==> src/rtl/truth_table_sweeper_if.sv <==
// Control/result bus between a bench or self-test controller and truth_table_sweeper.
//   start          : begin a sweep (honoured only while the sweeper is idle)
//   expected       : golden truth table, bit i = required f for vector i
//   busy           : sweep in progress
//   done           : one-cycle pulse at the end of a sweep
//   pass           : last sweep had zero mismatches
//   fail_count     : mismatches in the last sweep (N_INPUTS+1 bits)
//   first_fail_idx : first mismatching vector (valid when fail_count != 0)
//   captured       : bit i = response sampled for vector i
// master = controller side, slave = sweeper side.
interface truth_table_sweeper_if #(
  parameter int unsigned N_INPUTS = 4
) ();
  localparam int unsigned NVec = 2 ** N_INPUTS;

  logic                start;
  logic [NVec-1:0]     expected;
  logic                busy;
  logic                done;
  logic                pass;
  logic [N_INPUTS:0]   fail_count;
  logic [N_INPUTS-1:0] first_fail_idx;
  logic [NVec-1:0]     captured;

  modport master (
    output start, expected,
    input  busy, done, pass, fail_count, first_fail_idx, captured
  );

  modport slave (
    input  start, expected,
    output busy, done, pass, fail_count, first_fail_idx, captured
  );
endinterface

==> src/rtl/truth_table_sweeper.sv <==
// Exhaustively sweeps all 2**N_INPUTS input vectors of a combinational unit, holding each
// vector SETTLE_CYCLES cycles before sampling the response, and compares every response
// against a golden truth table.
// Ports:
//   clk_i     : rising-edge clock
//   reset_i   : synchronous, active-high reset
//   ctl_if    : control/result bus (slave modport), see truth_table_sweeper_if
//   dut_in_o  : vector driven to the unit, [N-1]=a ... [0]=d
//   dut_out_i : unit response f
// Optional build macro STOP_ON_FAIL_EN: end the sweep at the first mismatch.
module truth_table_sweeper #(
  parameter int unsigned N_INPUTS      = 4,
  parameter int unsigned SETTLE_CYCLES = 1
) (
  input  logic                  clk_i,
  input  logic                  reset_i,
  truth_table_sweeper_if.slave  ctl_if,
  output logic [N_INPUTS-1:0]   dut_in_o,
  input  logic                  dut_out_i
);
  localparam int unsigned NVec = 2 ** N_INPUTS;
  localparam logic [3:0] SettleLast = 4'(SETTLE_CYCLES - 1);
  localparam logic [N_INPUTS-1:0] IdxLast = {N_INPUTS{1'b1}};

  typedef enum logic [1:0] {StIdle, StDrive, StSample, StDone} state_e;

  state_e              state_q, state_d;
  logic [N_INPUTS-1:0] idx_q, idx_d;
  logic [3:0]          settle_q, settle_d;
  logic [N_INPUTS:0]   fail_count_q, fail_count_d;
  logic [N_INPUTS-1:0] first_fail_q, first_fail_d;
  logic [NVec-1:0]     captured_q, captured_d;
  logic                pass_q, pass_d;
  logic                mismatch;

  always_ff @(posedge clk_i) begin
    if (reset_i) begin
      state_q      <= StIdle;
      idx_q        <= '0;
      settle_q     <= '0;
      fail_count_q <= '0;
      first_fail_q <= '0;
      captured_q   <= '0;
      pass_q       <= 1'b0;
    end else begin
      state_q      <= state_d;
      idx_q        <= idx_d;
      settle_q     <= settle_d;
      fail_count_q <= fail_count_d;
      first_fail_q <= first_fail_d;
      captured_q   <= captured_d;
      pass_q       <= pass_d;
    end
  end

  always_comb begin
    state_d      = state_q;
    idx_d        = idx_q;
    settle_d     = settle_q;
    fail_count_d = fail_count_q;
    first_fail_d = first_fail_q;
    captured_d   = captured_q;
    pass_d       = pass_q;
    mismatch     = (dut_out_i != ctl_if.expected[idx_q]);

    case (state_q)
      StIdle: begin
        if (ctl_if.start) begin
          state_d      = StDrive;
          idx_d        = '0;
          settle_d     = '0;
          fail_count_d = '0;
          first_fail_d = '0;
          captured_d   = '0;
          pass_d       = 1'b0;
        end
      end
      StDrive: begin
        if (settle_q == SettleLast) begin
          settle_d = '0;
          state_d  = StSample;
        end else begin
          settle_d = settle_q + 4'd1;
        end
      end
      StSample: begin
        captured_d[idx_q] = dut_out_i;
        if (mismatch) begin
          fail_count_d = fail_count_q + 1'b1;
          if (fail_count_q == '0) first_fail_d = idx_q;
        end
`ifdef STOP_ON_FAIL_EN
        if (mismatch || idx_q == IdxLast) begin
          state_d = StDone;
        end else begin
          idx_d   = idx_q + 1'b1;
          state_d = StDrive;
        end
`else
        // Last vector exits to StDone so idx never wraps.
        if (idx_q == IdxLast) begin
          state_d = StDone;
        end else begin
          idx_d   = idx_q + 1'b1;
          state_d = StDrive;
        end
`endif
      end
      StDone: begin
        pass_d  = (fail_count_q == '0);
        state_d = StIdle;
      end
      default: state_d = StIdle;
    endcase
  end

  always_comb begin
    dut_in_o = '0;
    if (state_q == StDrive || state_q == StSample) dut_in_o = idx_q;
  end

  assign ctl_if.busy           = (state_q == StDrive) || (state_q == StSample);
  assign ctl_if.done           = (state_q == StDone);
  assign ctl_if.pass           = pass_q;
  assign ctl_if.fail_count     = fail_count_q;
  assign ctl_if.first_fail_idx = first_fail_q;
  assign ctl_if.captured       = captured_q;
endmodule

==> src/flat_wrapper.sv <==
// flat-port wrapper written by rule: the top's interface ports become plain ports
module truth_table_sweeper_flat 
#(
  parameter int unsigned N_INPUTS      = 4,
  parameter int unsigned SETTLE_CYCLES = 1
)
  (clk_i, reset_i, dut_in_o, dut_out_i, ctl_if_start, ctl_if_expected, ctl_if_busy, ctl_if_done, ctl_if_pass, ctl_if_fail_count, ctl_if_first_fail_idx, ctl_if_captured);
  truth_table_sweeper_if #(.N_INPUTS(N_INPUTS)) ctl_if_i ();
  input  logic clk_i;
  input  logic reset_i;
  output logic [N_INPUTS-1:0] dut_in_o;
  input  logic dut_out_i;
  input wire logic [$bits(ctl_if_i.start)-1:0] ctl_if_start;
  input wire logic [$bits(ctl_if_i.expected)-1:0] ctl_if_expected;
  output wire logic [$bits(ctl_if_i.busy)-1:0] ctl_if_busy;
  output wire logic [$bits(ctl_if_i.done)-1:0] ctl_if_done;
  output wire logic [$bits(ctl_if_i.pass)-1:0] ctl_if_pass;
  output wire logic [$bits(ctl_if_i.fail_count)-1:0] ctl_if_fail_count;
  output wire logic [$bits(ctl_if_i.first_fail_idx)-1:0] ctl_if_first_fail_idx;
  output wire logic [$bits(ctl_if_i.captured)-1:0] ctl_if_captured;
  assign ctl_if_i.start = ctl_if_start;
  assign ctl_if_i.expected = ctl_if_expected;
  assign ctl_if_busy = ctl_if_i.busy;
  assign ctl_if_done = ctl_if_i.done;
  assign ctl_if_pass = ctl_if_i.pass;
  assign ctl_if_fail_count = ctl_if_i.fail_count;
  assign ctl_if_first_fail_idx = ctl_if_i.first_fail_idx;
  assign ctl_if_captured = ctl_if_i.captured;
  truth_table_sweeper #(.N_INPUTS(N_INPUTS), .SETTLE_CYCLES(SETTLE_CYCLES)) u_core (.clk_i(clk_i), .reset_i(reset_i), .ctl_if(ctl_if_i), .dut_in_o(dut_in_o), .dut_out_i(dut_out_i));
endmodule
==> config.mk <==
export PLATFORM = sky130hd
export DESIGN_NAME = truth_table_sweeper_flat
export DESIGN_NICKNAME = d
export VERILOG_FILES = /design/src/rtl/truth_table_sweeper_if.sv /design/src/rtl/truth_table_sweeper.sv /design/src/flat_wrapper.sv
export SDC_FILE = /design/constraint.sdc
export NUM_CORES = 1
export LEC_CHECK = 0
export ABC_AREA = 1
export CORE_ASPECT_RATIO = 0.75
export CORE_MARGIN = 3
export CORE_UTILIZATION = 52
export CTS_BUF_LIST = sky130_fd_sc_hd__clkbuf_8
export DETAILED_ROUTE_END_ITERATION = 7
export GPL_TIMING_DRIVEN = 0
export PLACE_DENSITY = 0.83
export SYNTH_ARGS = -nofsm -noshare
export SYNTH_HDL_FRONTEND = slang
export SYNTH_SLANG_ARGS = --single-unit
==> constraint.sdc <==
create_clock -name clk_i -period 2.5 [get_ports clk_i]
set_clock_uncertainty 0.15 [all_clocks]
set_input_delay 0.25 -clock clk_i [delete_from_list [all_inputs] [get_ports clk_i]]
set_output_delay 0.25 -clock clk_i [all_outputs]
set_load 0.02 [all_outputs]
# Yosys cells after proc, flatten, opt, wreduce, memory -nomap -nowiden
# Cells that the tools add are included.
classes:
  add_sub_neg: 3
  magnitude_cmp: 2
  n_eq_ne: 10
  muxes: 25
  reduce_logical: 15
ops:
  columns: ["operator", "n"]
  rows:
  - ["$pmux W16 S2", 1]
  - ["$mux W4", 6]
  - ["$pmux W4 S2", 3]
  - ["$bwmux W16", 1]
  - ["$mux W16", 1]
  - ["$mux W5", 2]
  - ["$pmux W5 S2", 1]
  - ["$add A4 B1 Y4 const B", 2]
  - ["$pmux W2 S4", 1]
  - ["$reduce_and A2 Y1", 4]
  - ["$mux W2", 3]
  - ["$ne A2 B1 Y1 const B", 3]
  - ["$reduce_and A3 Y1", 2]
  - ["$reduce_bool A2 Y1", 3]
  - ["$add A5 B1 Y5 const B", 1]
  - ["$logic_not A5 Y1", 1]
  - ["$lt A4 B5 Y1 const B", 1]
  - ["$bmux W1 S4", 1]
  - ["$demux W1 S4", 1]
  - ["$eq A2 B2 Y1 const B", 2]
  - ["$eq A4 B4 Y1 const B", 1]
  - ["$ge A4 B1 Y1 const B", 1]
  - ["$logic_not A4 Y1", 1]
  - ["$ne A2 B2 Y1 const B", 2]
  - ["8 further kinds", 10]
totals:
  reg_bits: 36
  in_bits: 20
  output_inout_bits: 32
  word_cells: 62

# Longest topological paths before layout
logic_depth:
  ltp_word: 6
  mapped_depth: 14
  ltp_nobuf: 14

# Worst setup path before layout
# Ideal clock, no wire load.
synth_path:
  path_type: "register to register"
  start: "reg u_core.state_q[0]"
  end: "reg u_core.idx_q[3]"
  setup_ns: 0.121
  t_arrival_ns: 1.569
  required_ns: 2.229
  slack_ns: 0.660
  path_stages_with_launch: 13
  n_path_buf: 0
  period_less_slack_ns: 1.840
  path_cell_list: "dfxtp_1 -> inv_1 -> ha_1 -> inv_1 -> nor2_1 -> nor2_2 -> inv_1 -> nor2_2 -> inv_2 -> nor2_1 -> nand3_1 -> xor2_1 -> nor2_1"
synth_via:
  elab_chain_cells: 3
  word_cells_on_any_way: 7
  cone_classes: "eq/ne (3); mux (1); reduce/logical (3)"
synth_rtl:
  columns: ["element", "line_no", "rtl"]
  rows:
  - ["start, declared", "truth_table_sweeper.sv:27", "state_e state_q, state_d;"]
  - ["start signal, assigned", "truth_table_sweeper.sv:38", "state_q <= StIdle;"]
  - ["start signal, assigned", "truth_table_sweeper.sv:46", "state_q <= state_d;"]
  - ["$eq A2 B2 Y1 or $logic_not A2 Y1 (tied branches)", "truth_table_sweeper.sv:66", "case (state_q)"]
  - ["$ne A2 B2 Y1 (no line) or $reduce_bool A2 Y1 (tied branches)", null, null]
  - ["$reduce_and A3 Y1 (no line)", null, null]
  - ["end signal, assigned", "truth_table_sweeper.sv:47", "idx_q <= idx_d;"]
  - ["end, declared", "truth_table_sweeper.sv:28", "logic [N_INPUTS-1:0] idx_q, idx_d;"]
# Parallel ways exist; a longest one is shown, timed or not.
# A chain may end at the register's enable or synchronous reset.

# Worst setup path in the final report
layout_path:
  start: "reg u_core.state_q[0]"
  end: "out dut_in_o[0]"
layout_via:
  elab_chain_cells: 3
  word_cells_on_any_way: 4
  cone_classes: "eq/ne (2); mux (1); reduce/logical (1)"
layout_rtl:
  columns: ["element", "line_no", "rtl"]
  rows:
  - ["$eq A2 B1 Y1 or $eq A2 B2 Y1 (tied branches)", "truth_table_sweeper.sv:119", "if (state_q == StDrive || state_q == StSample) dut_in_o = idx_q;"]
  - ["$logic_or A1 B1 Y1 *", "truth_table_sweeper.sv:119", null]
  - ["$mux W4 *", "truth_table_sweeper.sv:119", null]
  - ["end, declared", "flat_wrapper.sv:11", "output logic [N_INPUTS-1:0] dut_in_o;"]
# Every way passes the cells marked *; elsewhere a longest branch is shown, timed or not.

==> impl_metrics.tcl <==
set metrics [dict create \
    cts_buffers 5 \
    cp-start-kind "flip-flop" \
    fin_crit_sh 0.926 \
    critPathSlowestCell "clkdlybuf4s50_1" \
    min_to "u_core.ctl_if.fail_count[2]" \
    grt-ovfl-total 0 \
    r2r_start "u_core.state_q[1]" \
    first_iter_violations 137 \
    rsz0062_at_grt "no" \
    outcome "completed" \
    rr_worst_depth 10 \
    grt_first_pass_wirelength_um 9290 \
    antenna_cells 0 \
    avgRoutedWirePerCell_um 11.6 \
    drt_wl_total_um 5260 \
    hp-class "primary input to flip-flop" \
    critPathMaxStageDelay_ps 590 \
    p_leak_nw 1.26 \
    maxSlewViolCount 0 \
    grt_antenna_before_repair 0 \
    place_area_um2 2770 \
    die_w_um 81.1 \
    fp.dieH_um 62.3 \
    mostFrequentLayoutCells "nand2_1, inv_1, clkdlybuf4s50_1" \
    path_cells "inv_1, ha_1, nand2_1, inv_1, clkdlybuf4s50_1" \
    regToRegSetupSlack_ps 340 \
    dieArea_um2 5060 \
    hp-start "reset_i" \
    nFillCells 326 \
    design.core.area_um2 3850 \
    routed_via_density 4.82 \
    slew_headroom 0.688 \
    crit_path_end_kind "primary output" \
    worstSetupPathType "flip-flop to primary output" \
    vias 2183 \
    ff_latch_area_um2 721 \
    syn2layout_area_growth_pct 29.4 \
    dr.pass1.iters 4 \
    clkSinkCount 36 \
    syn-num-nets 376 \
    cts_hold_buffers 0 \
    finalSetupTns_ps 0 \
    clk_path_buf_depth 2 \
    path_common_cell "inv_1" \
    cts_tree "built" \
    fp-row-count 19 \
    p_per_area_nw_per_um2 609 \
    crit_family "buffers and inverters" \
    required_ps 2100 \
    crit_buf_inv 3 \
    layout.nets 433 \
    multi_input_area_um2 1190 \
    cts-htree-levels 2 \
    syn_avg_cell_area_um2 6.40 \
    path_max_fanout 5 \
    io_pins 52 \
    stdcell_area_um2 2850 \
    r2r-end "u_core.settle_q[3]" \
    min_path_cells 2 \
    yosysSeqAreaShare 0.327 \
    clock-root-buffer "clkbuf_8" \
    post-route-drc-count 0 \
    synth_warnings 0 \
    maxCapViolations 0 \
    ant_nets 0 \
    grt_max_degree 12 \
    clkTransAtPathRegs_ps 80 \
    drive_above_1_share 0.0823 \
    final-setup-viol-count 0 \
    arrival_ps 1910 \
    min_period_ps 2310 \
    hold_viol 0 \
    start_util 0.571 \
    hold_ws_ps 46.3 \
    fmax_ghz 0.432 \
    clock_latency_ps 300 \
    final_common_cell "nand2_1" \
    synth_cell_types 27 \
    cts_resized 0 \
    total_power_mw 1.73 \
    synth_area_um2 2200 \
    worst_pin_slew_ps 468 \
    syn_inst 344 \
    max-vdd-ir-drop_v 0.000445 \
    postCtsSetupBuffers 0 \
    track_usage 0.228 \
    port_buffers 50 \
    hpwlAfterDp_um 3980 \
    worstSetupStartpoint "u_core.state_q[0]" \
    place.gp.congestion 0.829 \
    synth_seq_cells 36 \
    grt_pass1_vias 2082 \
]
## per-layer routing
metal	track usage	wire length [um]	part of all wire
met5	0	0	0
met4	0.0759	76	0.014
met3	0.0520	375	0.071
met2	0.331	2170	0.41
met1	0.330	2640	0.50
## cell families (layout without fill, tap and decap cells)
kind of cell,after synthesis,count (layout),share of synthesized area
simple gates,169,169,0.330
buf+inv,71,128,0.131
xor+xnor,6,6,0.0239
fa+ha+maj,12,12,0.0682
compound gates,50,50,0.119
flops,36,36,0.327
## stage by stage
step	cells	utilization	worst slack [ps]
floorplan	344	-	660
global placement	446	0.718	426
detailed placement	446	0.718	352
CTS	453	0.739	175
global route	453	0.739	71.2
finish	453	0.739	186
## sequential cells by signal, summed over array words and instances, names as in the netlist
signal / count
u_core.ctl_if.fail_count: 5
u_core.ctl_if.pass: 1
u_core.ctl_if.first_fail_idx: 4
u_core.ctl_if.captured: 16
u_core.state_q: 2
u_core.idx_q: 4
u_core.settle_q: 4
## area by class of cell
type                       count  share of cell area
buffer                        13              0.0250
clock buffer                   5              0.0242
clock inverter                 2             0.00439
inverter                      58              0.0765
multi-input combinational    237               0.418
sequential                    36               0.253
tap                           52              0.0228
timing repair buffer          50               0.176
## where the power goes
group	leakage (nW)	switching [mW]	internal [mW]	total [mW]
Combinational	0.926	0.421	0.259	0.679
Clock	0.0400	0.214	0.189	0.403
Sequential	0.292	0.0364	0.616	0.652
Total	1.26	0.671	1.06	1.73
## cell usage after synthesis
master	count	share of area
buf_2	3	0.0068
buf_4	3	0.010
inv_1	53	0.090
a31oi_1	1	0.0028
o21ai_0	23	0.052
clkbuf_1	5	0.0085
ha_1	12	0.068
a21oi_1	23	0.052
nor3_2	1	0.0045
nand3b_1	1	0.0034
xor2_1	4	0.016
buf_1	1	0.0017
o21ai_2	1	0.0040
nand3_1	19	0.043
buf_6	1	0.0051
nand2_2	5	0.014
nand2_4	1	0.0051
inv_2	5	0.0085
nand3_4	2	0.016
nor2_1	46	0.078
dfxtp_1	36	0.33
a211oi_1	1	0.0034
nor3_1	1	0.0023
nor2_2	4	0.011
nand2_1	89	0.15
a221oi_1	1	0.0040
xnor2_1	2	0.0080
## how the worst max path moves through the flow
stage	to	cells past startpoint	slack, ps
global placement	u_core.settle_q[3]	8	430
detailed placement	u_core.settle_q[3]	10	350
global route	u_core.settle_q[3]	10	70
finish	dut_in_o[0]	5	190
CTS	dut_in_o[1]	5	180
floorplan	u_core.idx_q[3]	12	660
Note: power is estimated with default switching activity, not from simulation.
